==> src/rtl/dcache_pkg.sv <==
// dcache_pkg: shared FSM encoding, default address-field widths and byte-enable merge for the data cache.
package dcache_pkg;
  localparam int DC_LINE_ADDR_LEN = 3;
  localparam int DC_SET_ADDR_LEN  = 4;
  localparam int DC_TAG_ADDR_LEN  = 32 - 2 - DC_LINE_ADDR_LEN - DC_SET_ADDR_LEN;
  localparam logic [1:0] IDLE  = 2'd0;
  localparam logic [1:0] WBACK = 2'd1;
  localparam logic [1:0] FILL  = 2'd2;
  function automatic logic [31:0] be_merge(input logic [31:0] old_w, input logic [31:0] new_w, input logic [3:0] be);
    logic [31:0] m;
    m = old_w;
    for (int b = 0; b < 4; b++)
      if (be[b]) m[8*b +: 8] = new_w[8*b +: 8];
    return m;
  endfunction
endpackage

==> src/rtl/dcache_ctrl_if.sv <==
// dcache_ctrl_if: requester (MEM stage) and main-memory bus of the data cache.
//   slave  : cache view (takes requests and memory responses, drives load data, stall, beats, counters)
//   master : environment view (core + memory side)
interface dcache_ctrl_if;
  logic        rd_req;
  logic        wr_req;
  logic [31:0] addr;
  logic [31:0] wr_data;
  logic [3:0]  wr_be;
  logic [31:0] rd_data;
  logic        miss;
  logic        mem_req;
  logic        mem_we;
  logic [31:0] mem_addr;
  logic [31:0] mem_wdata;
  logic [31:0] mem_rdata;
  logic        mem_gnt;
  logic [31:0] access_cnt;
  logic [31:0] miss_cnt;
  modport slave (
    input  rd_req, wr_req, addr, wr_data, wr_be, mem_rdata, mem_gnt,
    output rd_data, miss, mem_req, mem_we, mem_addr, mem_wdata, access_cnt, miss_cnt
  );
  modport master (
    output rd_req, wr_req, addr, wr_data, wr_be, mem_rdata, mem_gnt,
    input  rd_data, miss, mem_req, mem_we, mem_addr, mem_wdata, access_cnt, miss_cnt
  );
endinterface

==> src/rtl/dcache_array.sv <==
// dcache_array: per-set valid/dirty/tag/data storage; synchronous writes, combinational read of the addressed set.
//   i_set                 : set being looked up and written
//   i_tag, i_tag_we       : install tag and mark the set valid
//   i_data_we/off/wdata   : write one word of the set's line
//   i_dirty_set/clr       : dirty bit control
//   o_valid/o_dirty/o_tag : state of i_set; o_line : whole line of i_set
module dcache_array
  import dcache_pkg::*;
#(
  parameter int LINE_ADDR_LEN = DC_LINE_ADDR_LEN,
  parameter int SET_ADDR_LEN  = DC_SET_ADDR_LEN
) (
  input  logic                                   clk,
  input  logic                                   rst,
  input  logic [SET_ADDR_LEN-1:0]                i_set,
  input  logic [32-2-LINE_ADDR_LEN-SET_ADDR_LEN-1:0] i_tag,
  input  logic                                   i_tag_we,
  input  logic                                   i_data_we,
  input  logic [LINE_ADDR_LEN-1:0]               i_data_off,
  input  logic [31:0]                            i_data_wdata,
  input  logic                                   i_dirty_set,
  input  logic                                   i_dirty_clr,
  output logic                                   o_valid,
  output logic                                   o_dirty,
  output logic [32-2-LINE_ADDR_LEN-SET_ADDR_LEN-1:0] o_tag,
  output logic [(1<<LINE_ADDR_LEN)-1:0][31:0]    o_line
);
  localparam int TAG_ADDR_LEN = 32 - 2 - LINE_ADDR_LEN - SET_ADDR_LEN;
  localparam int WORDS = 1 << LINE_ADDR_LEN;
  localparam int SETS  = 1 << SET_ADDR_LEN;
  logic [SETS-1:0]         r_valid;
  logic [SETS-1:0]         r_dirty;
  logic [TAG_ADDR_LEN-1:0] r_tag  [SETS];
  logic [31:0]             r_data [SETS][WORDS];
  always_ff @(posedge clk or negedge rst)
    if (!rst) begin
      r_valid <= '0;
      r_dirty <= '0;
    end else begin
      if (i_tag_we) r_valid[i_set] <= 1'b1;
      if (i_dirty_set) r_dirty[i_set] <= 1'b1;
      else if (i_dirty_clr) r_dirty[i_set] <= 1'b0;
    end
  always_ff @(posedge clk) begin
    if (i_tag_we) r_tag[i_set] <= i_tag;
    if (i_data_we) r_data[i_set][i_data_off] <= i_data_wdata;
  end
  assign o_valid = r_valid[i_set];
  assign o_dirty = r_dirty[i_set];
  assign o_tag   = r_tag[i_set];
  always_comb
    for (int k = 0; k < WORDS; k++) o_line[k] = r_data[i_set][k];
endmodule

==> src/rtl/dcache_ctrl.sv <==
// dcache_ctrl: direct-mapped write-back write-allocate data cache with miss stall and hit-rate counters.
//   clk, rst : clock, asynchronous active-low reset
//   bus      : requester port (rd_req/wr_req/addr/wr_data/wr_be -> rd_data/miss),
//              memory beat port (mem_req/mem_we/mem_addr/mem_wdata <- mem_rdata/mem_gnt),
//              access_cnt/miss_cnt counters
module dcache_ctrl
  import dcache_pkg::*;
#(
  parameter int LINE_ADDR_LEN = DC_LINE_ADDR_LEN,
  parameter int SET_ADDR_LEN  = DC_SET_ADDR_LEN
) (
  input logic          clk,
  input logic          rst,
  dcache_ctrl_if.slave bus
);
  localparam int TAG_ADDR_LEN = 32 - 2 - LINE_ADDR_LEN - SET_ADDR_LEN;
  localparam int WORDS = 1 << LINE_ADDR_LEN;
  logic [1:0]               r_state;
  logic [LINE_ADDR_LEN-1:0] r_beat;
  logic [31:0]              r_rd_data;
  logic [31:0]              r_access_cnt;
  logic [31:0]              r_miss_cnt;
  logic [LINE_ADDR_LEN-1:0] w_off;
  logic [SET_ADDR_LEN-1:0]  w_set;
  logic [TAG_ADDR_LEN-1:0]  w_tag;
  logic [TAG_ADDR_LEN-1:0]  w_line_tag;
  logic [WORDS-1:0][31:0]   w_line;
  logic w_valid, w_dirty, w_hit, w_req, w_idle, w_wb, w_fill, w_last, w_gnt, w_serve, w_alloc;
  logic w_data_we, w_tag_we, w_dirty_set, w_dirty_clr;
  logic [LINE_ADDR_LEN-1:0] w_data_off;
  logic [31:0]              w_data_wdata;
  assign w_off = bus.addr[LINE_ADDR_LEN+1:2];
  assign w_set = bus.addr[LINE_ADDR_LEN+SET_ADDR_LEN+1:LINE_ADDR_LEN+2];
  assign w_tag = bus.addr[31:LINE_ADDR_LEN+SET_ADDR_LEN+2];
  assign w_req   = bus.rd_req | bus.wr_req;
  assign w_hit   = w_valid & (w_line_tag == w_tag);
  assign w_idle  = r_state == IDLE;
  assign w_wb    = r_state == WBACK;
  assign w_fill  = r_state == FILL;
  assign w_last  = r_beat == '1;
  assign w_gnt   = bus.mem_gnt & (w_wb | w_fill);
  assign w_serve = w_idle & w_req & w_hit;
  assign w_alloc = w_idle & w_req & ~w_hit;
  // Memory beats are decoded from state so they vanish the instant reset is asserted.
  assign bus.miss      = (w_req & ~w_hit) | ~w_idle;
  assign bus.mem_req   = w_wb | w_fill;
  assign bus.mem_we    = w_wb;
  assign bus.mem_addr  = w_wb ? {w_line_tag, w_set, r_beat, 2'b00} : w_fill ? {w_tag, w_set, r_beat, 2'b00} : '0;
  assign bus.mem_wdata = w_wb ? w_line[r_beat] : '0;
  assign bus.rd_data    = r_rd_data;
  assign bus.access_cnt = r_access_cnt;
  assign bus.miss_cnt   = r_miss_cnt;
  // Wr_req dominates: a cycle with both requests merges the store and leaves rd_data alone.
  assign w_data_we    = (w_fill & w_gnt) | (w_serve & bus.wr_req);
  assign w_data_off   = w_fill ? r_beat : w_off;
  assign w_data_wdata = w_fill ? bus.mem_rdata : be_merge(w_line[w_off], bus.wr_data, bus.wr_be);
  assign w_tag_we     = w_fill & w_gnt & w_last;
  assign w_dirty_set  = w_serve & bus.wr_req;
  assign w_dirty_clr  = w_wb & w_gnt & w_last;
  dcache_array #(
    .LINE_ADDR_LEN(LINE_ADDR_LEN),
    .SET_ADDR_LEN (SET_ADDR_LEN)
  ) u_array (
    .clk         (clk),
    .rst         (rst),
    .i_set       (w_set),
    .i_tag       (w_tag),
    .i_tag_we    (w_tag_we),
    .i_data_we   (w_data_we),
    .i_data_off  (w_data_off),
    .i_data_wdata(w_data_wdata),
    .i_dirty_set (w_dirty_set),
    .i_dirty_clr (w_dirty_clr),
    .o_valid     (w_valid),
    .o_dirty     (w_dirty),
    .o_tag       (w_line_tag),
    .o_line      (w_line)
  );
  always_ff @(posedge clk or negedge rst)
    if (!rst) begin
      r_state      <= IDLE;
      r_beat       <= '0;
      r_rd_data    <= '0;
      r_access_cnt <= '0;
      r_miss_cnt   <= '0;
    end else begin
      if (w_serve) begin
        r_access_cnt <= r_access_cnt + 32'd1;
        if (!bus.wr_req) r_rd_data <= w_line[w_off];
      end
      if (w_alloc) begin
        r_miss_cnt <= r_miss_cnt + 32'd1;
        r_beat     <= '0;
        r_state    <= (w_valid & w_dirty) ? WBACK : FILL;
      end
      // The beat counter wraps to zero on the last beat, ready for the next burst.
      if (w_gnt) begin
        r_beat <= r_beat + 1'b1;
        if (w_last) r_state <= w_wb ? FILL : IDLE;
      end
    end
endmodule

==> src/flat_wrapper.sv <==
// flat-port wrapper written by rule: the top's interface ports become plain ports
module dcache_ctrl_flat import dcache_pkg::*;
#(
  parameter int LINE_ADDR_LEN = DC_LINE_ADDR_LEN,
  parameter int SET_ADDR_LEN  = DC_SET_ADDR_LEN
)
  (clk, rst, bus_rd_req, bus_wr_req, bus_addr, bus_wr_data, bus_wr_be, bus_mem_rdata, bus_mem_gnt, bus_rd_data, bus_miss, bus_mem_req, bus_mem_we, bus_mem_addr, bus_mem_wdata, bus_access_cnt, bus_miss_cnt);
  dcache_ctrl_if bus_i ();
  input logic clk;
  input logic rst;
  input wire logic [$bits(bus_i.rd_req)-1:0] bus_rd_req;
  input wire logic [$bits(bus_i.wr_req)-1:0] bus_wr_req;
  input wire logic [$bits(bus_i.addr)-1:0] bus_addr;
  input wire logic [$bits(bus_i.wr_data)-1:0] bus_wr_data;
  input wire logic [$bits(bus_i.wr_be)-1:0] bus_wr_be;
  input wire logic [$bits(bus_i.mem_rdata)-1:0] bus_mem_rdata;
  input wire logic [$bits(bus_i.mem_gnt)-1:0] bus_mem_gnt;
  output wire logic [$bits(bus_i.rd_data)-1:0] bus_rd_data;
  output wire logic [$bits(bus_i.miss)-1:0] bus_miss;
  output wire logic [$bits(bus_i.mem_req)-1:0] bus_mem_req;
  output wire logic [$bits(bus_i.mem_we)-1:0] bus_mem_we;
  output wire logic [$bits(bus_i.mem_addr)-1:0] bus_mem_addr;
  output wire logic [$bits(bus_i.mem_wdata)-1:0] bus_mem_wdata;
  output wire logic [$bits(bus_i.access_cnt)-1:0] bus_access_cnt;
  output wire logic [$bits(bus_i.miss_cnt)-1:0] bus_miss_cnt;
  assign bus_i.rd_req = bus_rd_req;
  assign bus_i.wr_req = bus_wr_req;
  assign bus_i.addr = bus_addr;
  assign bus_i.wr_data = bus_wr_data;
  assign bus_i.wr_be = bus_wr_be;
  assign bus_i.mem_rdata = bus_mem_rdata;
  assign bus_i.mem_gnt = bus_mem_gnt;
  assign bus_rd_data = bus_i.rd_data;
  assign bus_miss = bus_i.miss;
  assign bus_mem_req = bus_i.mem_req;
  assign bus_mem_we = bus_i.mem_we;
  assign bus_mem_addr = bus_i.mem_addr;
  assign bus_mem_wdata = bus_i.mem_wdata;
  assign bus_access_cnt = bus_i.access_cnt;
  assign bus_miss_cnt = bus_i.miss_cnt;
  dcache_ctrl #(.LINE_ADDR_LEN(LINE_ADDR_LEN), .SET_ADDR_LEN(SET_ADDR_LEN)) u_core (.clk(clk), .rst(rst), .bus(bus_i));
endmodule
==> config.mk <==
export PLATFORM = sky130hd
export DESIGN_NAME = dcache_ctrl_flat
export DESIGN_NICKNAME = d
export VERILOG_FILES = /design/src/rtl/dcache_pkg.sv /design/src/rtl/dcache_ctrl_if.sv /design/src/rtl/dcache_array.sv /design/src/rtl/dcache_ctrl.sv /design/src/flat_wrapper.sv
export SDC_FILE = /design/constraint.sdc
export NUM_CORES = 2
export LEC_CHECK = 0
export CELL_PAD_IN_SITES_DETAIL_PLACEMENT = 1
export CELL_PAD_IN_SITES_GLOBAL_PLACEMENT = 2
export CORE_MARGIN = 10
export CORE_UTILIZATION = 40
export DETAILED_ROUTE_END_ITERATION = 6
export MAX_ROUTING_LAYER = met4
export PLACE_DENSITY = 0.65
export SLEW_MARGIN = 20
export SYNTH_ARGS = -nofsm -noshare
export SYNTH_HDL_FRONTEND = slang
export SYNTH_MEMORY_MAX_BITS = 65536
export SYNTH_SLANG_ARGS = --single-unit
==> constraint.sdc <==
create_clock -name clk -period 9.2 [get_ports clk]
set_input_delay 2.3 -clock clk [delete_from_list [all_inputs] [get_ports clk]]
set_output_delay 2.3 -clock clk [all_outputs]
set_load 0.02 [all_outputs]
==> results.md <==
STA:
- Dividing the final minimum period by the clock period gives 96.0%.
- The count of final hold-check violations came to 0.
- Clock skew on the completed layout was measured at 0.0840 ns.
- The time the worst path needs with I/O delays and setup is 8.84 ns.
- The final count of pins violating max slew was 0.
- Setup violations remaining at the end of the flow were counted as 0.
- The timing-limited maximum frequency is 113 MHz.
- The setup slack after layout is 0.364 ns.
- The setup TNS is 0 ns.
- Measured against its own limit, the worst slew margin works out to 25.1%.
- For the pin with the worst max-slew slack, the measured transition is 1.12 ns.
- The hold slack is 0.463 ns.
- Setup repair after global routing left no endpoint under its margin.

Global route:
- Summed over all layers, the global routing overflow is 0.
- The pin count of the biggest net entering global routing is 129.
- The number of global-route vias before repair was 92500.
- The first global-routing pass estimated 770000 um of wire.
- In the global route stage, overall resource usage came out at 23.7%.
- The number of antenna violations at the first check in global routing came to 49.

Setup path:
- Across all register-to-register paths, the minimum setup slack is 4.51 ns.
- The largest fanout of any net on the critical path is 19.
- The startpoint kind of the worst setup timing path is a primary input.
- The largest single stage delay on the critical path is 0.78 ns.
- The worst register-to-register path begins at u_core.r_state[0]$_DFF_PN0_.
- The logic depth of the worst setup path including buffers is 10.
- The largest delay contributor family on the critical path is buffers and inverters.
- Data arrives at the worst endpoint at 6.54 ns.
- The worst register-to-register path has a depth of 8.
- Traced cell by cell, the critical path runs through clkdlybuf4s50_1 -> inv_8 -> buf_12 -> buf_4 -> mux4_2 -> mux4_2 -> mux2i_1 -> buf_4 -> nor2_1 -> clkdlybuf4s50_1.
- The endpoint identified for the worst register-to-register timing path is u_core.u_array.r_data[10][174]$_DFFE_PP_.
- On the critical path, the stage with the largest delay is an instance of sky130_fd_sc_hd__clkdlybuf4s50_1.
- The beginning of the critical path is bus_addr[7].
- At the worst endpoint, the required time is 6.90 ns.
- The worst setup path is of the primary input to output pin kind.
- The number of buffers and inverters on the critical path is 6.
- The capturing element type of the critical path is an output pin.
- In this run the worst setup path terminates at bus_mem_wdata[15].

Placement:
- The wire-length estimate of the detail-placed layout is 326000 um.
- Prior to clock tree synthesis, the placed netlist has a worst setup slack of 0.348 ns.
- The routability congestion estimate from global placement is 0.833.
- The number of placed instances, taps included, is 13800.
- The count of buffers from port buffering is 263.

Power and ir drop:
- Per report_power, the clock group accounts for 36.5% of the total.
- Net switching is 26.6% of the power.
- The static power due to leakage is 65.7 nW.
- The net switching power is 13.7 mW.
- The worst-case IR drop observed on VDD is 0.000456 V.
- In this run, flip-flops and latches consume 49.5% of the power.
- In this run the power density over the cells is 243 nW/um^2.
- Internal power comes to 37.7 mW.
- Per report_power, the combinational group accounts for 13.9% of the total.

Finish:
- The number of fillers in the final layout is 39400.
- The storage element area is 137000 um^2.
- The fraction of final layout cells with drive strength greater than 1 is 33.8%.
- The area growth from synthesis to layout is 17.4%.
- The combined area of the multi-input logic cells is 42800 um^2.
- The post-layout net count is 8472.
- The count of cells in the finished layout, fillers not included, comes to 14700.

Die:
- The floorplan has 246 rows.
- In this run the standard cell core region covers 448000 um^2.
- The die covers 477000 um^2.
- The starting density of the core is 40.1%.
- In this run the count of I/O pins placed on the die edge is 268.
- The height of the die is 691 um.
- The width of the chip is 691 um.

Synth:
- The part of the Yosys area used for sequential elements is 76.4%.
- sky130_fd_sc_hd__edfxtp_1 takes more of the synthesized area than any other cell.
- In the synthesized netlist the dominant register cell turns out to be sky130_fd_sc_hd__edfxtp_1.
- In this run, synthesis produced a sequential element count of 4597.
- The synthesized netlist contains 56 unique library cells.
- By area the synthesized netlist is led by sky130_fd_sc_hd__edfxtp_1 (75%), sky130_fd_sc_hd__mux4_2 (18%), sky130_fd_sc_hd__dfrtp_1 (1.8%).
- The most numerous cell in the Yosys netlist is sky130_fd_sc_hd__edfxtp_1.
- The synthesized cell area is 180000 um^2.
- Sorting the synthesized cells by how often they occur yields sky130_fd_sc_hd__edfxtp_1 (4464), sky130_fd_sc_hd__mux4_2 (1472), sky130_fd_sc_hd__clkbuf_1 (278).
- After synthesis, the largest area contributor takes up 74.5% of total cell area.
- The number of enable flip-flop cells after synthesis is 4464.
- The yosys synthesis warning count is 0.
- The post-synthesis cell count is 7588.
- Each instance of the synthesized netlist takes up on average 23.7 um^2.
- The async set-reset flop share out of synthesis is 2.89%.

Clock tree:
- The H-tree generated during clock tree synthesis spans 5 levels.
- Counting the buffers created by CTS gives 474.
- The total number of clock tree sinks is 4597.
- The maximum buffer depth of the clock tree is 4.
- The number of hold buffers added after cts is 0.
- After clock tree synthesis, the clock-pin slew on the worst setup and hold paths is 0.06 ns.
- The buffer cell driving the clock tree root is sky130_fd_sc_hd__clkbuf_16.
- The later pin in the worst-skew pair is clocked with a latency of 1.04 ns.
- Post-CTS repair changed the size of 0 cells.
- Post-CTS timing repair inserted 0 buffers for setup.
- TritonCTS built the clock tree.

Job:
- The number of max-cap violations is 0.

Route:
- In this run, the number of DRC markers left after iteration 0 of detailed routing was 12200.
- The remaining design rule violation count is 0.
- The mean routed wirelength per cell is 38.1 um.
- The post-route antenna net violation count is 0.
- The via-per-instance ratio is 6.05.
- The total via count after detailed routing is 89200.
- Before antenna repair, the detailed router went through 7 iterations.
- After detailed routing, the total wire length is 561000 um.

Run status:
- The flow ran to the end, and the final reports show no timing, DRC or antenna violations.

Hold path:
- The worst hold-check path type is flip-flop to flip-flop.
## power groups by stage
stage	clock, mW	combinational [mW]	sequential, mW
final	18.8	7.16	25.5
after global placement	0	6.77	25.9
after global routing	19.9	7.49	25.5
after CTS	19.1	7.11	25.5
after detailed placement	0	7.10	25.9
after floorplan	0	3.09	26.5
## sequential cells by signal, summed over array words and instances (netlist names), named ones only
| register | count |
|---|---|
| u_core.bus.access_cnt | 32 |
| u_core.bus.miss_cnt | 32 |
| u_core.bus.rd_data | 32 |
| u_core.r_beat | 3 |
| u_core.r_state | 2 |
| u_core.u_array.r_data | 4096 |
| u_core.u_array.r_tag | 368 |
| u_core.u_array.r_valid | 16 |
## worst min-delay path by stage
stage | start | endpoint | depth (start not counted)
final | u_core.u_array.r_valid[14]$_DFFE_PN0P_ | u_core.u_array.r_valid[14]$_DFFE_PN0P_ | 1
after global routing | u_core.u_array.r_valid[2]$_DFFE_PN0P_ | u_core.u_array.r_valid[2]$_DFFE_PN0P_ | 1
after CTS | u_core.u_array.r_valid[14]$_DFFE_PN0P_ | u_core.u_array.r_valid[14]$_DFFE_PN0P_ | 1
after detailed placement | u_core.u_array.r_valid[14]$_DFFE_PN0P_ | u_core.u_array.r_valid[14]$_DFFE_PN0P_ | 1
after global placement | u_core.u_array.r_valid[11]$_DFFE_PN0P_ | u_core.u_array.r_valid[11]$_DFFE_PN0P_ | 1
after floorplan | u_core.u_array.r_valid[10]$_DFFE_PN0P_ | u_core.u_array.r_valid[10]$_DFFE_PN0P_ | 1
## stage by stage
step / power (mW) / util (%) / cell area (um^2)
finish: 51.4 / 47.1 / 211000
global route: 52.9 / 47.1 / 211000
CTS: 51.7 / 47.1 / 211000
detailed placement: 33.0 / 43.7 / 196000
floorplan: 29.6 / - / 180000
global placement: 32.7 / 43.7 / 196000
## final cells by class
class,instances,area share (%)
inverter,13,0.0290
sequential,4597,65.0
antenna,19,0.0225
timing repair buffer,753,3.98
multi-input combinational,2521,20.3
clock buffer,585,5.91
clock inverter,288,1.20
tap,5952,3.53
## metal layers
metal	track usage, %	vias to the layer above	share of wire (%)
li1	-	34300	-
met1	31.6	49800	40
met2	37.1	4220	48
met3	4.91	778	8.8
met4	6.62	0	3.2
met5	-	-	0
## logic make-up after synthesis
logic type      share of synthesized area [%]
flops                                    76.4
other cells                           0.00208
buf+inv                                  1.12
fa+ha+maj                              0.0487
compound gates                           1.22
xor+xnor                                0.433
mux                                      19.7
simple gates                             1.09
## cell usage in the layout (no fill, tap or decap), types with 40 or more instances in the layout
| cell | n |
|---|---|
| sky130_fd_sc_hd__a211oi_4 | 128 |
| sky130_fd_sc_hd__buf_12 | 163 |
| sky130_fd_sc_hd__buf_4 | 341 |
| sky130_fd_sc_hd__clkbuf_1 | 98 |
| sky130_fd_sc_hd__clkbuf_16 | 481 |
| sky130_fd_sc_hd__clkdlybuf4s50_1 | 237 |
| sky130_fd_sc_hd__clkinv_1 | 107 |
| sky130_fd_sc_hd__clkinv_2 | 96 |
| sky130_fd_sc_hd__dfrtp_1 | 131 |
| sky130_fd_sc_hd__edfxtp_1 | 4464 |
| sky130_fd_sc_hd__mux2_2 | 81 |
| sky130_fd_sc_hd__mux2i_1 | 146 |
| sky130_fd_sc_hd__mux4_2 | 1472 |
| sky130_fd_sc_hd__nand2_1 | 118 |
| sky130_fd_sc_hd__nand3_1 | 42 |
| sky130_fd_sc_hd__nor2_1 | 63 |
| sky130_fd_sc_hd__o21ai_0 | 60 |
| sky130_fd_sc_hd__xnor2_1 | 49 |
| sky130_fd_sc_hd__xor2_1 | 40 |
(Power assumes the default switching activity.)
